`src/rtl/fifo_reader.sv`:
```
// Pulls words from a registered-flag FIFO into a 2-entry output buffer feeding a valid/ready stream.
// Read data lands one cycle after fifo_rd_en; reads stop whenever buffer + in-flight would exceed 2.
module fifo_reader #(
  parameter int DATA_WIDTH = 32,
  parameter int CNT_WIDTH  = 16
) (
  input  logic                  clk,
  input  logic                  rst,
  input  logic                  enable,
  input  logic                  fifo_empty,
  input  logic [DATA_WIDTH-1:0] fifo_rdata,
  output logic                  fifo_cs,
  output logic                  fifo_rd_en,
  output logic                  m_valid,
  input  logic                  m_ready,
  output logic [DATA_WIDTH-1:0] m_data,
  output logic [CNT_WIDTH-1:0]  rd_count,
  output logic                  busy
);

  typedef enum logic [1:0] {IDLE, ACTIVE, DRAIN} state_t;

  state_t                state, state_nxt;
  logic [DATA_WIDTH-1:0] entry0, entry1;
  logic [1:0]            occ;
  logic                  inflight;
  logic                  pop;
  logic                  issue;
  logic [1:0]            slots_used;

  assign m_valid = (occ != 2'd0);
  assign m_data  = entry0;
  assign pop     = m_valid && m_ready;
  assign busy    = (state != IDLE);

  // Slots committed after this edge; a pop this cycle frees its entry for a new read.
  assign slots_used = occ + {1'b0, inflight} - {1'b0, pop};
  assign issue      = (state == ACTIVE) && enable && !fifo_empty && (slots_used < 2'd2);

  assign fifo_rd_en = issue;
  assign fifo_cs    = rst && (enable || busy);

  always_comb begin
    state_nxt = state;
    case (state)
      IDLE: begin
        if (enable) state_nxt = ACTIVE;
      end
      ACTIVE: begin
        if (!enable) state_nxt = (m_valid || inflight) ? DRAIN : IDLE;
      end
      DRAIN: begin
        if (enable)                     state_nxt = ACTIVE;
        else if (!m_valid && !inflight) state_nxt = IDLE;
      end
      default: state_nxt = IDLE;
    endcase
  end

  always_ff @(posedge clk or negedge rst) begin
    if (!rst) begin
      state    <= IDLE;
      inflight <= 1'b0;
      occ      <= 2'd0;
      entry0   <= '0;
      entry1   <= '0;
      rd_count <= '0;
    end else begin
      state    <= state_nxt;
      inflight <= issue;
      if (inflight) rd_count <= rd_count + 1'b1;
      case ({inflight, pop})
        2'b10: begin
          if (occ == 2'd0) entry0 <= fifo_rdata;
          else             entry1 <= fifo_rdata;
          occ <= occ + 2'd1;
        end
        2'b01: begin
          entry0 <= entry1;
          occ    <= occ - 2'd1;
        end
        2'b11: begin
          if (occ == 2'd2) begin
            entry0 <= entry1;
            entry1 <= fifo_rdata;
          end else begin
            entry0 <= fifo_rdata;
          end
        end
        default: ;
      endcase
    end
  end

endmodule
```
`config.mk`:
```
export PLATFORM = sky130hd
export DESIGN_NAME = fifo_reader
export DESIGN_NICKNAME = d
export VERILOG_FILES = /design/src/rtl/fifo_reader.sv
export SDC_FILE = /design/constraint.sdc
export NUM_CORES = 1
export LEC_CHECK = 0
export ABC_AREA = 1
export BUFFER_PORTS_ARGS = -buffer_cell sky130_fd_sc_hd__buf_2
export CAP_MARGIN = 10
export CORE_MARGIN = 5
export CORE_UTILIZATION = 46
export DETAILED_ROUTE_END_ITERATION = 8
export HOLD_SLACK_MARGIN = 0.08
export PLACE_DENSITY = 0.69
export REMOVE_ABC_BUFFERS = 1
export SLEW_MARGIN = 20
export SYNTH_ARGS = -nofsm -noshare
export SYNTH_HDL_FRONTEND = slang
export SYNTH_SLANG_ARGS = --single-unit
```
`constraint.sdc`:
```
create_clock -name clk -period 4.5 [get_ports clk]
set_input_delay 0.45 -clock clk [delete_from_list [all_inputs] [get_ports clk]]
set_output_delay 0.45 -clock clk [all_outputs]
set_load 0.1 [all_outputs]
```
[Word level (Yosys, flattened, before mapping)]
Index checks and enable logic that the tools add are counted.
W data, S select, Z words.
Word-level totals
  register bits after elaboration: 85
  bits of input ports: 37
  output and inout bits: 52
  word-level logic and storage cells: 58
Cells by class
  add/subtract/negate cells: 5
  order comparisons: 1
  equality and inequality tests: 12
  multiplexer cells: 13
  reduce and logical (&&, ||, !) cells: 21
Operators with widths (count)
  $mux W32: 4
  $pmux W32 S3: 1
  $pmux W32 S2: 1
  $add A16 B1 Y16 const B: 1
  $mux W2: 5
  $ne A2 B2 Y1 const B: 5
  $eq A2 B2 Y1 const B: 4
  $reduce_bool A2 Y1: 4
  $logic_and A1 B1 Y1: 6
  $pmux W2 S3: 1
  $reduce_and A3 Y1: 2
  $eq A2 B1 Y1 const B: 2
  $logic_not A2 Y1: 2
  $pmux W2 S2: 1
  $logic_not A1 Y1: 3
  $ne A3 B3 Y1 const B: 1
  $reduce_bool A3 Y1: 1
  $add A2 B1 Y2: 1
  $add A2 B1 Y2 const B: 1
  $logic_or A1 B1 Y1: 2
  $lt A2 B2 Y1 const B: 1
  $reduce_and A2 Y1: 1
  $sub A2 B1 Y2: 1
  $sub A2 B1 Y2 const B: 1

[Logic depth before layout (Yosys ltp)]
Gate-level depths: netlist of the first run.
  depth after elaboration: 6
  mapped depth: 12
  depth with buffers taken out: 11

[Least setup slack after synthesis of the first run]
No wires, ideal clock.
  kind: flip-flop to output port
  start: register occ[1]
  end: output port fifo_rd_en
  arrival time: 2923 ps
  data required time: 4050 ps
  slack: 1127 ps
  stages on the path, launching flop included: 9
  path buffers: 0
  path through: dfrtp_1 nor2_4 inv_2 nand2_4 inv_1 ha_1 nor2_1 xnor2_1 nor2_1
On the way
  longest elaborated chain between the ends: 5
  elaborated cells on any way between the ends: 6
  those cells by class: add/sub: 2; order compare: 1; reduce/logical: 3
Ends and longest elaborated chain
  from (decl): line 25  | logic [1:0] occ;
  from (signal assigned): line 76  | occ <= occ + 2'd1;
  from (signal assigned): line 80  | occ <= occ - 2'd1;
  $reduce_bool A2 Y1: line 31  | assign m_valid = (occ != 2'd0);
  net m_valid: line 14  | output logic m_valid,
  $logic_and A1 B1 Y1: line 33  | assign pop = m_valid && m_ready;
  $sub A2 B1 Y2: line 37  | assign slots_used = occ + {1'b0, inflight} - {1'b0, pop};
  $lt A2 B2 Y1: line 38  | assign issue = (state == ACTIVE) && enable && !fifo_empty && (slots_used < 2'd2);
  $logic_and A1 B1 Y1: line 38
  to (decl): line 13  | output logic fifo_rd_en,
The timed path passes the listed nets, and every way through them passes these cells.

[Final worst setup path of the first run]
  start: register occ[1]
  end: output port fifo_rd_en
On the way
  longest elaborated chain between the ends: 5
  elaborated cells on any way between the ends: 6
  those cells by class: add/sub: 2; order compare: 1; reduce/logical: 3
Ends and longest elaborated chain (line)
  parallel branches: the longest is 2 deep, another holds $add A2 B1 Y2
  $sub A2 B1 Y2 *: 37
  $lt A2 B2 Y1 *: 38
  $logic_and A1 B1 Y1 *: 38
Every way passes the cells marked *.

==> results of run 1 <==
==> layout by cell type (no fill, tap or decap), drive strengths merged <==
cell type	count
xnor2	9
xor2	3
nor2	30
clkbuf	9
nand3b	1
o21ai	36
dfrtp	85
nor3	2
clkinvlp	2
bufinv	4
a21boi	1
ha	5
inv	54
a21oi	14
nand4	3
nand2	209
nand3	32
buf	90
dlygate4sd3	1
==> layer usage <==
layer	GRT usage	share of wire	routed length (um)	vias up
met2	0.269	0.45	4050	94
li1	-	-	-	1706
met4	0.0444	0.0071	63	0
met1	0.230	0.46	4120	1588
met5	0	0	0	-
met3	0.0466	0.077	688	7
==> final cells by class <==
class,count,share of cell area
well taps,108,0.0282
clock inverters,7,0.0305
multi-input cells,345,0.333
flip-flops and latches,85,0.443
clock buffers,9,0.0258
repair buffers,91,0.0975
inverters,53,0.0420
==> kinds of logic (layout without fill, tap and decap cells) <==
| logic type | after synthesis | after routing | share of synthesized area |
|---|---|---|---|
| fa+ha+maj | 5 | 5 | 0.0154 |
| flops | 85 | 85 | 0.522 |
| buf+inv | 74 | 160 | 0.0854 |
| simple gates | 277 | 277 | 0.282 |
| compound gates | 51 | 51 | 0.0688 |
| xor+xnor | 12 | 12 | 0.0258 |
==> state kept, by name, indices dropped and copies added, names as in the netlist <==
register,count
rd_count,16
m_data,32
entry1,32
occ,2
inflight,1
state,2
==> stage by stage <==
stage,setup WS (ns),instances
2_1_floorplan,1.13,483
3_3_place_gp,1.96,681
3_5_place_dp,1.78,681
4_1_cts,1.61,698
5_1_grt,1.48,698
6_report,1.65,698
==> critical path: cells and delay by family (launching register included) <==
kind,cells,cell delay (ns)
AND/OR/NAND/NOR,4,0.54
adder cells (fa/ha/maj),1,0.32
flip-flops,1,0.48
buffers and inverters,3,0.60
XOR/XNOR,1,0.10
==> repair_timing <==
item                       4_1_cts  5_1_grt
setup endpoints to repair        0        0
hold endpoints to repair        19        0
gates resized for setup          0        0
hold buffers                     1        0
==> worst max-delay path by stage <==
stage | start | endpoint | slack (ns) | cells past startpoint
after floorplan | occ[1] | fifo_rd_en | 1.13 | 8
after global placement | occ[1] | m_data[7] | 1.96 | 11
after detailed placement | occ[1] | m_data[0] | 1.78 | 11
after CTS | occ[1] | fifo_rd_en | 1.61 | 9
after global routing | occ[1] | m_data[6] | 1.48 | 11
final | occ[1] | fifo_rd_en | 1.65 | 9
==> flow_summary.yaml, run 1 <==
sta:
  tns_ns: 0
  post-route-period-util: 0.634
  final_max_slew_viol_count: 0
  fmax_mhz: 351
  min_period_ns: 2.85
  whs_ns: 0.333
  fin_worst_skew_ns: 0.0114
  rsz0062_at_grt: "false"
  setup_violations: 0
  slew_headroom: 0.363
  worstMarginPinSlew_ns: 0.953
  hold_viol_final: 0
cells_and_area:
  antenna_cells: 0
  fin_nets: 627
  drive_gt1_frac: 0.212
  area_growth_pct: 17.9
  nFillCells: 859
  seq_area_um2: 2130
  finalInstanceArea_um2: 4800
  multi_input_area_um2: 1600
  fin_util: 0.553
place:
  place_area_um2: 4520
  dp_hpwl_mm: 6.05
  io_buffers: 88
  globalplace.congestion: 0.750
drt:
  via_count: 3395
  drt_wl_total_mm: 8.93
  vias_per_cell: 4.86
  wl_per_cell_um: 12.8
  drt-initial-drc-count: 221
  drc: 0
  detail-route-antenna-nets: 0
  drt-pass1-iter-count: 5
synth:
  synth_top_area_cell: "dfrtp_1"
  syn-instance-count: 504
  ys_seq_area_frac: 0.522
  synth_edf_count: 0
  yosysWarnings: 0
  netlist_area_um2: 4070
  synthMostInstantiatedCell: "nand2_1"
  synthTopCellsByCount: "197 x nand2_1, 85 x dfrtp_1, 50 x inv_1"
  async_flop_share: 1.00
  yosys_register_bits: 85
  synth_top_area_share: 0.522
  yosys_most_used_dff: "dfrtp_1"
  ys_types: 27
  syn_avg_cell_area_um2: 8.08
  synthTopCellsByArea: "dfrtp_1 52%, nand2_1 18%, inv_1 4.6%"
setup_path:
  arrival_ns: 2.40
  critPathMaxFanout: 4
  critPathMaxStageDelay_ns: 0.48
  cp_common_cell: "nor2_1"
  start_kind: "flop"
  r2r_cells: 11
  worstPathRequired_ns: 4.05
  ff2ff_setup_slack_ns: 1.83
  crit_path_top_delay_cell: "dfrtp_1"
  worstPathCellList: "nor2_4 > inv_2 > nand2_4 > inv_1 > ha_1 > nor2_1 > xnor2_1 > nor2_1 > buf_2"
  rr_startpoint: "occ[1]"
  cp-end-kind: "primary output"
  r2r_end: "m_data[9]"
  path_class: "reg2out"
clock_network:
  cts.sink_count: 85
  clk_path_buf_depth: 2
  clkTransAtPathRegs_ns: 0.09
  cts_tree: "done"
  ctsRootBufferMaster: "clkbuf_8"
  cts_made_buffers: 9
  cts_htree_levels: 3
  worst_skew_pair.late_latency_ns: 0.34
  cts_setup_buffers: 0
job:
  drv_cap: 0
floorplanning:
  rows: 34
  fp.dieW_um: 104
  die_area_um2: 10800
  ios: 89
  start_util: 0.469
  coreArea_um2: 8680
  die_y_um: 104
worst_hold_path:
  hold_start: "fifo_rdata[25]"
  whs_endpoint: "entry1[25]"
  min_path_type: "in2reg"
  min_path_cells: 3
global_route:
  grt_overflow: 0
  grt_use_total: 0.169
  grt_pass1_wl_mm: 15.5
  antenna_found_initial: 0
  first_global_vias: 3339
  grt_max_degree: 67
outcome:
  status: "finished, final reports clean"
Power of run 1 is not shown: default switching activity piles up to over one toggle a cycle in this logic, so the estimate is an artifact.
==> run 2, diff against run 1 <==
--- a/config.mk
+++ b/config.mk
@@ -5,14 +5,14 @@
 export SDC_FILE = /design/constraint.sdc
 export NUM_CORES = 1
 export LEC_CHECK = 0
-export ABC_AREA = 1
+export ABC_AREA = 0
 export BUFFER_PORTS_ARGS = -buffer_cell sky130_fd_sc_hd__buf_2
 export CAP_MARGIN = 10
 export CORE_MARGIN = 5
 export CORE_UTILIZATION = 46
 export DETAILED_ROUTE_END_ITERATION = 8
 export HOLD_SLACK_MARGIN = 0.08
-export PLACE_DENSITY = 0.69
+export PLACE_DENSITY = 0.7
 export REMOVE_ABC_BUFFERS = 1
 export SLEW_MARGIN = 20
 export SYNTH_ARGS = -nofsm -noshare
==> constraint.sdc (replaced) <==
create_clock -name clk -period 2.65 [get_ports clk]
set_input_delay 0.265 -clock clk [delete_from_list [all_inputs] [get_ports clk]]
set_output_delay 0.265 -clock clk [all_outputs]
set_load 0.1 [all_outputs]
==> run 2 against run 1 <==
  * Worst hold slack worse by 0.22 ns
  * Register-to-register slack worse by 1.5 ns
  * Count of clock-buffer cells in the layout unchanged
  * Critical path type unchanged
  * Critical endpoint unchanged
  * Highest routed layer unchanged
==> flow_summary.yaml, run 2 <==
synth:
  synthTopCellsByArea: "dfrtp_1 55%, mux2_2 9.0%, a31oi_1 5.2%"
  yosysWarnings: 0
  synthTopCellsByCount: "85 x dfrtp_1, 36 x nor3_1, 35 x nand3_1"
  syn_avg_cell_area_um2: 11.2
  ys_types: 35
  syn-instance-count: 346
  synth_top_area_cell: "dfrtp_1"
  ys_seq_area_frac: 0.549
  synth_edf_count: 0
  synthMostInstantiatedCell: "dfrtp_1"
  async_flop_share: 1.00
  yosys_most_used_dff: "dfrtp_1"
  netlist_area_um2: 3870
  synth_top_area_share: 0.549
  yosys_register_bits: 85
global_route:
  grt_pass1_wl_mm: 15.4
  grt_max_degree: 46
  grt_use_total: 0.187
  grt_overflow: 0
  first_global_vias: 3133
  antenna_found_initial: 0
outcome:
  status: "finished, final reports clean"
setup_path:
  rr_startpoint: "occ[1]"
  startpoint: "occ[1]"
  ff2ff_setup_slack_ns: 0.35
  arrival_ns: 2.18
  cp-end-kind: "primary output"
  worstPathRequired_ns: 2.38
  crit_path_top_delay_cell: "dfrtp_1"
  worstPathCellList: "o21a_1 > ha_1 > nor2b_1 > xnor2_1 > nor4b_1 > buf_4 > buf_12"
  path_class: "reg2out"
  r2r_cells: 5
  r2r_end: "m_data[5]"
  start_kind: "flop"
  cp-endpoint: "fifo_rd_en"
  critPathMaxFanout: 5
  critPathMaxStageDelay_ns: 0.39
floorplanning:
  fp.dieW_um: 102
  coreArea_um2: 8220
  rows: 33
  ios: 89
  die_y_um: 102
  die_area_um2: 10400
  start_util: 0.471
sta:
  fmax_mhz: 409
  post-route-period-util: 0.923
  fin_worst_skew_ns: 0.00788
  hold_viol_final: 0
  worstMarginPinSlew_ns: 1.03
  rsz0062_at_grt: "false"
  setup_violations: 0
  final_max_slew_viol_count: 0
  min_period_ns: 2.45
  slew_headroom: 0.315
  whs_ns: 0.112
  tns_ns: 0
worst_hold_path:
  min_path_cells: 2
  min_path_type: "in2reg"
  hold_start: "enable"
job:
  drv_cap: 0
clock_network:
  cts_setup_buffers: 0
  cts_htree_levels: 3
  ctsRootBufferMaster: "clkbuf_8"
  clk_path_buf_depth: 2
  cts_tree: "done"
  worst_skew_pair.late_latency_ns: 0.34
  clkTransAtPathRegs_ns: 0.09
  cts_made_buffers: 9
  cts.sink_count: 85
drt:
  drt-initial-drc-count: 130
  via_count: 3123
  vias_per_cell: 5.76
  drt-pass1-iter-count: 5
  detail-route-antenna-nets: 0
  wl_per_cell_um: 17.3
  drt_wl_total_mm: 9.35
  drc: 0
cells_and_area:
  fin_nets: 475
  seq_area_um2: 2130
  drive_gt1_frac: 0.359
  multi_input_area_um2: 1580
  layout_common_cells: "86 x buf_2, 84 x dfrtp_1, 36 x nor3_1, 35 x nand3_1"
  area_growth_pct: 20.0
  antenna_cells: 0
  layout.cells.non_filler: 542
  layout_commonest_cell: "buf_2"
  nFillCells: 738
place:
  io_buffers: 88
  dp_hpwl_mm: 6.05
  dp.cells: 526
  globalplace.congestion: 0.795
## run 2: worst min path at each step
stage	end	slack [ns]
after floorplan	entry1[0]	-0.03
after global placement	state[0]	0.37
after detailed placement	state[1]	0.38
after CTS	state[1]	0.10
after global routing	state[1]	0.11
final	state[1]	0.11
## run 2: per-layer routing
metal | up-vias | wire (um) | GRT usage
li1 | 1429 | - | -
met1 | 1551 | 4070 | 0.259
met2 | 130 | 4530 | 0.293
met3 | 13 | 629 | 0.0344
met4 | 0 | 120 | 0.0716
met5 | - | 0 | 0
## run 2: what timing repair did
action,in CTS,in global routing
setup endpoints to repair,0,1
hold buffers,1,0
resized for setup,0,1
endpoints found under the hold margin,85,0
## run 2: critical path, delay by kind of cell (launching register included)
family                     cells  cell delay, ns
buffers and inverters          2            0.36
and+or+nand+nor                2            0.42
AOI/OAI and AO/OA              1            0.26
adders and majority gates      1            0.34
xor gates and xnor gates       1            0.07
DFF                            1            0.39
## run 2: kinds of logic after synthesis
logic type               share of synthesized area
AND/OR/NAND/NOR                              0.141
buffers and inverters                       0.0439
multiplexers                                0.0959
adder cells (fa/ha/maj)                     0.0161
flip-flops                                   0.549
AO/OA/AOI/OAI                                0.109
XOR/XNOR                                    0.0452
## run 2: through the flow
stage / setup slack, ns / util / instance area, um^2
after global placement: 0.441 / 0.538 / 4420
after global routing: 0.0366 / 0.566 / 4650
after detailed placement: 0.393 / 0.538 / 4420
after floorplan: -2.88 / - / 3720
after CTS: 0.0863 / 0.566 / 4650
final: 0.203 / 0.566 / 4650
## run 2: final cells by class
type / count / share of cell area
Tap cell: 105 / 0.0283
Clock buffer: 9 / 0.0266
Inverter: 5 / 0.00404
Clock inverter: 6 / 0.0191
Timing Repair Buffer: 104 / 0.125
Sequential cell: 85 / 0.458
Multi-Input combinational cell: 228 / 0.339
Power of run 2 is left out for the same reason.
